## src/rtl/fht_pkg.sv

```systemverilog
// Shared definitions for the FHT core: default geometry and loader state encoding.
package fht_pkg;

  localparam int unsigned N_DEF     = 1024;
  localparam int unsigned A_BIT_DEF = 8;
  localparam int unsigned D_BIT_DEF = 17;
  localparam int unsigned D_IN_DEF  = 16;

  typedef enum logic [1:0] {
    StIdle  = 2'd0,
    StLoad  = 2'd1,
    StFlush = 2'd2
  } load_state_e;

endpackage

```

## src/rtl/fht_load_ctrl_if.sv

```systemverilog
// Sample stream in, four-bank RAM write port out.
interface fht_load_ctrl_if
  import fht_pkg::*;
#(
  parameter int unsigned D_IN  = D_IN_DEF,
  parameter int unsigned D_BIT = D_BIT_DEF,
  parameter int unsigned A_BIT = A_BIT_DEF
) ();

  logic             iSTART;
  logic [D_IN-1:0]  iDATA;
  logic             iVALID;
  logic             oREADY;
  logic [D_BIT-1:0] oDATA_0, oDATA_1, oDATA_2, oDATA_3;
  logic [A_BIT-1:0] oADDR_WR_0, oADDR_WR_1, oADDR_WR_2, oADDR_WR_3;
  logic             oWE_0, oWE_1, oWE_2, oWE_3;
  logic             oBUSY;
  logic             oDONE;

  // Upstream sample source / frame controller
  modport master (
    output iSTART, iDATA, iVALID,
    input  oREADY, oDATA_0, oDATA_1, oDATA_2, oDATA_3,
    input  oADDR_WR_0, oADDR_WR_1, oADDR_WR_2, oADDR_WR_3,
    input  oWE_0, oWE_1, oWE_2, oWE_3, oBUSY, oDONE
  );

  // The loader itself
  modport slave (
    input  iSTART, iDATA, iVALID,
    output oREADY, oDATA_0, oDATA_1, oDATA_2, oDATA_3,
    output oADDR_WR_0, oADDR_WR_1, oADDR_WR_2, oADDR_WR_3,
    output oWE_0, oWE_1, oWE_2, oWE_3, oBUSY, oDONE
  );

endinterface

```

## src/rtl/fht_bitrev.sv

```systemverilog
// Bit-reversed sample index split into bank (low 2 bits) and per-bank address.
module fht_bitrev #(
  parameter int unsigned W = 10
) (
  input  logic [W-1:0] i_cnt,
  output logic [1:0]   o_bank,
  output logic [W-3:0] o_addr
);

  logic [W-1:0] w_rev;

  // Mirror the index bit order
  always_comb begin
    w_rev = '0;
    for (int i = 0; i < W; i++) begin
      w_rev[i] = i_cnt[W-1-i];
    end
  end

  assign o_bank = w_rev[1:0];
  assign o_addr = w_rev[W-1:2];

endmodule

```

## src/rtl/fht_load_ctrl.sv

```systemverilog
// FHT input loader: accepts signed samples, sign-extends them and writes each one
// into the four-bank working RAM at its bit-reversed frame position.
module fht_load_ctrl
  import fht_pkg::*;
#(
  parameter int unsigned D_IN  = D_IN_DEF,
  parameter int unsigned D_BIT = D_BIT_DEF,
  parameter int unsigned A_BIT = A_BIT_DEF,
  parameter int unsigned DEPTH = N_DEF / 4
) (
  input logic            iCLK,
  input logic            iRESET,
  fht_load_ctrl_if.slave bus
);

  localparam int unsigned     CW   = A_BIT + 2;
  localparam logic [CW-1:0]   LAST = CW'(4 * DEPTH - 1);

  load_state_e      r_state;
  logic [CW-1:0]    r_cnt;
  logic             r_ready;
  logic             r_busy;
  logic             r_done;
  logic [3:0]       r_we;
  logic [D_BIT-1:0] r_data;
  logic [A_BIT-1:0] r_addr;

  logic             w_accept;
  logic [1:0]       w_bank;
  logic [A_BIT-1:0] w_addr;

  // r_ready is only ever high in LOAD, so it doubles as the state qualifier
  assign w_accept = r_ready & bus.iVALID;

  fht_bitrev #(
    .W (CW)
  ) u_bitrev (
    .i_cnt  (r_cnt),
    .o_bank (w_bank),
    .o_addr (w_addr)
  );

  // Frame FSM, sample counter and registered RAM write port
  always_ff @(posedge iCLK or negedge iRESET) begin
    if (!iRESET) begin
      r_state <= StIdle;
      r_cnt   <= '0;
      r_ready <= 1'b0;
      r_busy  <= 1'b0;
      r_done  <= 1'b0;
      r_we    <= '0;
      r_data  <= '0;
      r_addr  <= '0;
    end else begin
      r_we   <= '0;
      r_done <= 1'b0;
      unique case (r_state)
        StIdle: begin
          if (bus.iSTART) begin
            r_state <= StLoad;
            r_cnt   <= '0;
            r_ready <= 1'b1;
            r_busy  <= 1'b1;
          end
        end
        StLoad: begin
          if (w_accept) begin
            r_cnt  <= r_cnt + CW'(1);
            r_we   <= 4'b0001 << w_bank;
            r_addr <= w_addr;
            r_data <= D_BIT'($signed(bus.iDATA));
            if (r_cnt == LAST) begin
              r_state <= StFlush;
              r_ready <= 1'b0;
            end
          end
        end
        StFlush: begin
          // Last write is on the bus this cycle; report completion next cycle
          r_state <= StIdle;
          r_busy  <= 1'b0;
          r_done  <= 1'b1;
        end
        default: begin
          r_state <= StIdle;
          r_ready <= 1'b0;
          r_busy  <= 1'b0;
        end
      endcase
    end
  end

  assign bus.oREADY     = r_ready;
  assign bus.oBUSY      = r_busy;
  assign bus.oDONE      = r_done;
  assign bus.oWE_0      = r_we[0];
  assign bus.oWE_1      = r_we[1];
  assign bus.oWE_2      = r_we[2];
  assign bus.oWE_3      = r_we[3];
  assign bus.oDATA_0    = r_data;
  assign bus.oDATA_1    = r_data;
  assign bus.oDATA_2    = r_data;
  assign bus.oDATA_3    = r_data;
  assign bus.oADDR_WR_0 = r_addr;
  assign bus.oADDR_WR_1 = r_addr;
  assign bus.oADDR_WR_2 = r_addr;
  assign bus.oADDR_WR_3 = r_addr;

endmodule

```

## src/flat_wrapper.sv

```systemverilog
// flat-port wrapper written by rule: the top's interface ports become plain ports
module fht_load_ctrl_flat import fht_pkg::*;
#(
  parameter int unsigned D_IN  = D_IN_DEF,
  parameter int unsigned D_BIT = D_BIT_DEF,
  parameter int unsigned A_BIT = A_BIT_DEF,
  parameter int unsigned DEPTH = N_DEF / 4
)
  (iCLK, iRESET, bus_iSTART, bus_iDATA, bus_iVALID, bus_oREADY, bus_oDATA_0, bus_oDATA_1, bus_oDATA_2, bus_oDATA_3, bus_oADDR_WR_0, bus_oADDR_WR_1, bus_oADDR_WR_2, bus_oADDR_WR_3, bus_oWE_0, bus_oWE_1, bus_oWE_2, bus_oWE_3, bus_oBUSY, bus_oDONE);
  fht_load_ctrl_if #(.D_IN(D_IN), .D_BIT(D_BIT), .A_BIT(A_BIT)) bus_i ();
  input logic iCLK;
  input logic iRESET;
  input wire logic [$bits(bus_i.iSTART)-1:0] bus_iSTART;
  input wire logic [$bits(bus_i.iDATA)-1:0] bus_iDATA;
  input wire logic [$bits(bus_i.iVALID)-1:0] bus_iVALID;
  output wire logic [$bits(bus_i.oREADY)-1:0] bus_oREADY;
  output wire logic [$bits(bus_i.oDATA_0)-1:0] bus_oDATA_0;
  output wire logic [$bits(bus_i.oDATA_1)-1:0] bus_oDATA_1;
  output wire logic [$bits(bus_i.oDATA_2)-1:0] bus_oDATA_2;
  output wire logic [$bits(bus_i.oDATA_3)-1:0] bus_oDATA_3;
  output wire logic [$bits(bus_i.oADDR_WR_0)-1:0] bus_oADDR_WR_0;
  output wire logic [$bits(bus_i.oADDR_WR_1)-1:0] bus_oADDR_WR_1;
  output wire logic [$bits(bus_i.oADDR_WR_2)-1:0] bus_oADDR_WR_2;
  output wire logic [$bits(bus_i.oADDR_WR_3)-1:0] bus_oADDR_WR_3;
  output wire logic [$bits(bus_i.oWE_0)-1:0] bus_oWE_0;
  output wire logic [$bits(bus_i.oWE_1)-1:0] bus_oWE_1;
  output wire logic [$bits(bus_i.oWE_2)-1:0] bus_oWE_2;
  output wire logic [$bits(bus_i.oWE_3)-1:0] bus_oWE_3;
  output wire logic [$bits(bus_i.oBUSY)-1:0] bus_oBUSY;
  output wire logic [$bits(bus_i.oDONE)-1:0] bus_oDONE;
  assign bus_i.iSTART = bus_iSTART;
  assign bus_i.iDATA = bus_iDATA;
  assign bus_i.iVALID = bus_iVALID;
  assign bus_oREADY = bus_i.oREADY;
  assign bus_oDATA_0 = bus_i.oDATA_0;
  assign bus_oDATA_1 = bus_i.oDATA_1;
  assign bus_oDATA_2 = bus_i.oDATA_2;
  assign bus_oDATA_3 = bus_i.oDATA_3;
  assign bus_oADDR_WR_0 = bus_i.oADDR_WR_0;
  assign bus_oADDR_WR_1 = bus_i.oADDR_WR_1;
  assign bus_oADDR_WR_2 = bus_i.oADDR_WR_2;
  assign bus_oADDR_WR_3 = bus_i.oADDR_WR_3;
  assign bus_oWE_0 = bus_i.oWE_0;
  assign bus_oWE_1 = bus_i.oWE_1;
  assign bus_oWE_2 = bus_i.oWE_2;
  assign bus_oWE_3 = bus_i.oWE_3;
  assign bus_oBUSY = bus_i.oBUSY;
  assign bus_oDONE = bus_i.oDONE;
  fht_load_ctrl #(.D_IN(D_IN), .D_BIT(D_BIT), .A_BIT(A_BIT), .DEPTH(DEPTH)) u_core (.iCLK(iCLK), .iRESET(iRESET), .bus(bus_i));
endmodule
```

## config.mk

```make
export PLATFORM = sky130hd
export DESIGN_NAME = fht_load_ctrl_flat
export DESIGN_NICKNAME = d
export VERILOG_FILES = /design/src/rtl/fht_pkg.sv /design/src/rtl/fht_load_ctrl_if.sv /design/src/rtl/fht_bitrev.sv /design/src/rtl/fht_load_ctrl.sv /design/src/flat_wrapper.sv
export SDC_FILE = /design/constraint.sdc
export NUM_CORES = 1
export LEC_CHECK = 0
export ABC_CLOCK_PERIOD_IN_PS = 1600
export BUFFER_PORTS_ARGS = -buffer_cell sky130_fd_sc_hd__buf_4
export CAP_MARGIN = 20
export CELL_PAD_IN_SITES_DETAIL_PLACEMENT = 1
export CELL_PAD_IN_SITES_GLOBAL_PLACEMENT = 1
export CORE_MARGIN = 2
export CORE_UTILIZATION = 29
export DETAILED_ROUTE_END_ITERATION = 16
export PLACE_DENSITY = 0.82
export RECOVER_POWER = 50
export SETUP_SLACK_MARGIN = 0.05
export SYNTH_ARGS = -nofsm -noshare
export SYNTH_HDL_FRONTEND = slang
export SYNTH_SLANG_ARGS = --single-unit
```

## constraint.sdc

```tcl
create_clock -name iCLK -period 1.6 [get_ports iCLK]
set_clock_uncertainty 0.2 [all_clocks]
set_input_delay 0.24 -clock iCLK [delete_from_list [all_inputs] [get_ports iCLK]]
set_output_delay 0.24 -clock iCLK [all_outputs]
set_load 0.03 [all_outputs]
```

# Yosys cells after proc, flatten, opt, wreduce, memory -nomap -nowiden
# Cells that the tools add are included.
[totals]
ff_bits = 43
out_inout_bits = 107
[classes]
n_bitwise = 3
muxes = 15
add_sub_neg = 1
shift = 1
reduce_logical = 7
n_eq_ne = 6
[ops]
columns = ["op", "count"]
rows = [
  ["$mux W10", 2],
  ["$pmux W10 S2", 1],
  ["$add A10 B1 Y10 const B", 1],
  ["$eq A10 B10 Y1 const B", 1],
  ["$mux W4", 2],
  ["$mux W2", 3],
  ["$reduce_and A3 Y1", 2],
  ["$mux W1", 4],
  ["$ne A2 B1 Y1 const B", 2],
  ["$pmux W2 S2", 1],
  ["$reduce_and A2 Y1", 2],
  ["$reduce_and A4 Y1", 1],
  ["$shl A1 B2 Y4 const A", 1],
  ["$pmux W1 S3", 1],
  ["$eq A2 B1 Y1 const B", 1],
  ["$eq A2 B2 Y1 const B", 1],
  ["$logic_not A2 Y1", 1],
  ["$ne A2 B2 Y1 const B", 1],
  ["$not A1 Y1", 2],
  ["$pmux W1 S2", 1],
  ["$reduce_bool A2 Y1", 1],
  ["$and A1 B1 Y1", 1],
]

# Depth between registers and ports, before layout
[logic_depth]
depth_word = 4
mapped_depth = 5

# Cells and area by module
# From an unflattened synthesis, not the netlist that was laid out.
[unflattened]
hier_cells = 271
area_unflattened_um2 = 2444.8
[by_module_without_submodules]
columns = ["mod", "area_per_inst_um2", "cells_each", "instances", "seq_area_each_um2"]
rows = [
  ["fht_load_ctrl", 2369.8, 261, 1, 1076.0],
  ["fht_bitrev", 75.1, 10, 1, 0.0],
]

# Worst setup path before layout
# OpenSTA, ideal clock, no wires.
[synth_path]
path_type = "register to register"
from = "register u_core.r_ready (netlist: u_core.bus.oREADY)"
to = "register u_core.r_cnt[8]"
arrival_ns = 1.346
stages_incl_launch_ff = 5
path_buffers = 1
setup_time_ns = 0.140
setup_slack_ns = -0.085
period_less_slack_ns = 1.685
cell_sequence = "dfrtp_1 nand4b_4 buf_2 o311ai_0 o41ai_1"
[synth_via]
elab_chain_len = 3
[synth_lines]
columns = ["item", "line_no", "text"]
rows = [
  ["start: declaration", "fht_load_ctrl.sv:21", "logic r_ready;"],
  ["start signal: assignment", "fht_load_ctrl.sv:48", "r_ready <= 1'b0;"],
  ["start signal: assignment", "fht_load_ctrl.sv:62", "r_ready <= 1'b1;"],
  ["start signal: assignment", "fht_load_ctrl.sv:74", "r_ready <= 1'b0;"],
  ["$and A1 B1 Y1", "fht_load_ctrl.sv:33", "assign w_accept = r_ready & bus.iVALID;"],
  ["$ne A2 B1 Y1 (no line)", "n/a", ""],
  ["$reduce_and A3 Y1 (no line)", "n/a", ""],
  ["end signal: assignment", "fht_load_ctrl.sv:68", "r_cnt <= r_cnt + CW'(1);"],
  ["end: declaration", "fht_load_ctrl.sv:20", "logic [CW-1:0] r_cnt;"],
]
# No other way between the ends.
# A chain may end at the register's enable or synchronous reset.

# Worst setup path after layout
[layout_path]
from = "register u_core.r_cnt[0]"
to = "register u_core.r_cnt[6]"
[layout_via]
elab_chain_len = 3
[layout_lines]
columns = ["item", "line_no", "text"]
rows = [
  ["$add A10 B1 Y10", "fht_load_ctrl.sv:68", ""],
  ["$mux W10", "fht_load_ctrl.sv:67", "if (w_accept) begin"],
  ["$pmux W10 S2", "fht_load_ctrl.sv:57", "unique case (r_state)"],
]
# No other way between the ends. The select of a mux whose other input is x is not followed.

==> results.py <==
metrics = {
    "logic_synthesis": {
        "synth_flop_cell": "dfrtp_1",
        "synth-seq-area-share_pct": 45.9,
        "synth_area_leader_cell": "dfrtp_1",
        "synth_top_area_share_pct": 45.9,
        "netlist_area_um2": 2350,
        "syn-num-nets": 281,
        "synth_cell_types": 30,
        "yosys-top-cells-area": "dfrtp_1, buf_4, nand2_1",
        "synthArstFlopShare_pct": 100,
        "syn_inst": 260,
        "synth-warning-count": 0,
        "synth_area_per_cell_um2": 9.02,
        "synth_edf_count": 0,
        "synth-seq-cells": 43,
    },
    "grt": {
        "grt_pass1_wl_um": 9540,
        "grt_max_degree": 44,
        "antenna_found_initial": 0,
        "grt_remaining_overflow": 0,
        "track_usage_pct": 13.9,
        "grt_pass1_vias": 1902,
    },
    "finish": {
        "area_delta_synth_final_pct": 46.4,
        "stdcell_area_um2": 3430,
        "nets": 378,
        "nFillCells": 918,
        "instances_no_fill": 459,
        "antenna_cells": 0,
        "mostFrequentLayoutCells": "buf_4, nand2_1, dfrtp_1, clkbuf_2, clkbuf_1",
        "drive_above_1_share_pct": 47.6,
        "layout_commonest_cell": "buf_4",
    },
    "timing": {
        "final-hold-violation-count": 0,
        "rsz0062_at_grt": "true",
        "maxSlewHeadroom_pct": 59.8,
        "setup_violations": 12,
        "fin_ws_ps": -120,
        "holdWs_ps": 31.9,
        "tns_ps": -278,
        "finalWorstPathRequiredPeriod_ps": 1720,
        "fmax_mhz": 581,
        "fin_crit_sh_pct": 108,
        "maxSlewViolCount": 0,
        "worst_pin_slew_ps": 603,
    },
    "route": {
        "vias_per_cell": 4.49,
        "ant_nets": 0,
        "num_vias": 2060,
        "drt_iter0_markers": 43,
        "dr.pass1.iters": 4,
        "wl_per_cell_um": 16.4,
        "wirelength_um": 7530,
        "drcViolationCount": 0,
    },
    "clock_tree": {
        "cts_root_buf": "clkbuf_8",
        "clock_sinks": 43,
        "cts_buffers": 5,
        "clk_transition_reported_paths_ps": 80,
        "h-tree-depth": 2,
        "cts_tree": "yes",
        "cts_buffer_depth": 2,
        "clk_latency_ps": 290,
    },
    "setup_path": {
        "cp.required_ps": 1570,
        "regToRegSetupSlack_ps": -120,
        "end_kind": "flop",
        "path_class": "flop to flop",
        "crit_path_start_kind": "flop",
        "crit_arrival_ps": 1690,
        "path_max_fanout": 4,
    },
    "placement": {
        "portBuffers": 126,
        "post-place-cells": 420,
        "post-dp-hpwl_um": 4540,
        "routabilityCongestion": 0.781,
        "placed_cell_area_um2": 2940,
    },
    "floorplanning": {
        "ios": 127,
        "core_um2": 7770,
        "die_area_um2": 8820,
        "die_x_um": 93.9,
        "rows": 32,
        "fp.dieH_um": 93.9,
        "start_util_pct": 30.2,
    },
    "run": {
        "maxCapViolCount": 0,
    },
    "power": {
        "ir_worst_vdd_uv": 391,
        "power.leakage_uw": 0.00177,
        "power_density_nw_per_um2": 1250,
        "p_total_uw": 4300,
    },
    "status": {
        "violations": "negative setup slack",
        "outcome": "finished with violations",
    },
    "worst_hold_path": {
        "min_path_type": "input pin to flop",
    },
}
state kept, by name (all words and copies together), names as in the netlist:
name / flops
u_core.r_state: 2
u_core.bus.oREADY: 1
u_core.bus.oBUSY: 1
u_core.r_we: 4
u_core.r_cnt: 10
u_core.bus.oADDR_WR_0: 8
u_core.bus.oDONE: 1
u_core.bus.oDATA_0: 16
critical path: stages (launching register included):
cell      delay, ps
dfrtp_1         420
ha_4            180
nand4_1          90
buf_4           190
buf_6           130
o311ai_4        230
o41ai_2         130
logic make-up after synthesis:
| kind of cell | after synthesis | share of synthesized area (%) |
|---|---|---|
| AOI/OAI and AO/OA | 17 | 4.53 |
| adders and majority gates | 1 | 0.533 |
| buffers and inverters | 88 | 26.6 |
| DFF | 43 | 45.9 |
| muxes | 4 | 1.71 |
| and+or+nand+nor | 107 | 20.8 |
power by group:
group	total, uW	internal [uW]	switching [uW]
logic	1990	725	1260
clock network	818	458	360
registers	1500	1240	252
total	4300	2430	1870
synthesized netlist by cell type, types with 2 or more instances:
library cell and n:
clkbuf_1 2, nor4_1 4, nand2b_1 3, nor2b_1 3
buf_2 6, or3_1 2, o311ai_0 2, o41ai_1 2
buf_4 76, a21oi_1 4, inv_1 4, nand4_1 3
o21ai_0 6, nor2_1 2, dfrtp_1 43, nand2_1 79
nand3_1 3, mux2i_1 4
stage by stage:
| stage | setup WS [ps] | utilization [%] |
|---|---|---|
| final | -120 | 44.2 |
| after global routing | -173 | 44.2 |
| after CTS | -7.39 | 42.4 |
| after detailed placement | -50.8 | 37.8 |
| after global placement | 11.9 | 37.8 |
| after floorplan | 57.2 | - |
layout make-up:
type                    count  area [um2]  area share (%)
clock inverters             1        30.0           0.874
well taps                 102         128            3.72
clock buffers               6        72.6            2.11
repair buffers            174        1320            38.4
inverters                   4        15.0           0.437
multi-input cells         129         792            23.1
flip-flops and latches     43        1080            31.4
worst paths after layout:
path	from	to	depth (start not counted)
worst max-delay path	u_core.r_cnt[0]	u_core.r_cnt[6]	6
worst min-delay path	bus_iSTART	u_core.r_state[0]	3
worst max register to register	u_core.r_cnt[0]	u_core.r_cnt[6]	6
worst min register to register	u_core.bus.oBUSY	u_core.bus.oBUSY	2
max in group asynchronous	iRESET	u_core.bus.oREADY	2
min in group asynchronous	iRESET	u_core.bus.oDATA_0[11]	2
what timing repair did:
item                                   4_1_cts  5_1_grt
endpoints found under the hold margin       59        0
gates resized for setup                     12       28
setup endpoints to repair                   30       20
gates cloned                                 0        3
hold buffers                                17        0
pin swaps                                    5        9
buffers inserted                             5        7
routing by layer:
metal	global-route usage [%]	part of all wire, %	vias to the layer above
met5	0	0	-
met4	3.38	1.7	0
met3	4.01	7.0	11
met2	24.7	52	86
met1	16.4	39	1008
li1	-	-	955
(Power assumes the default switching activity.)
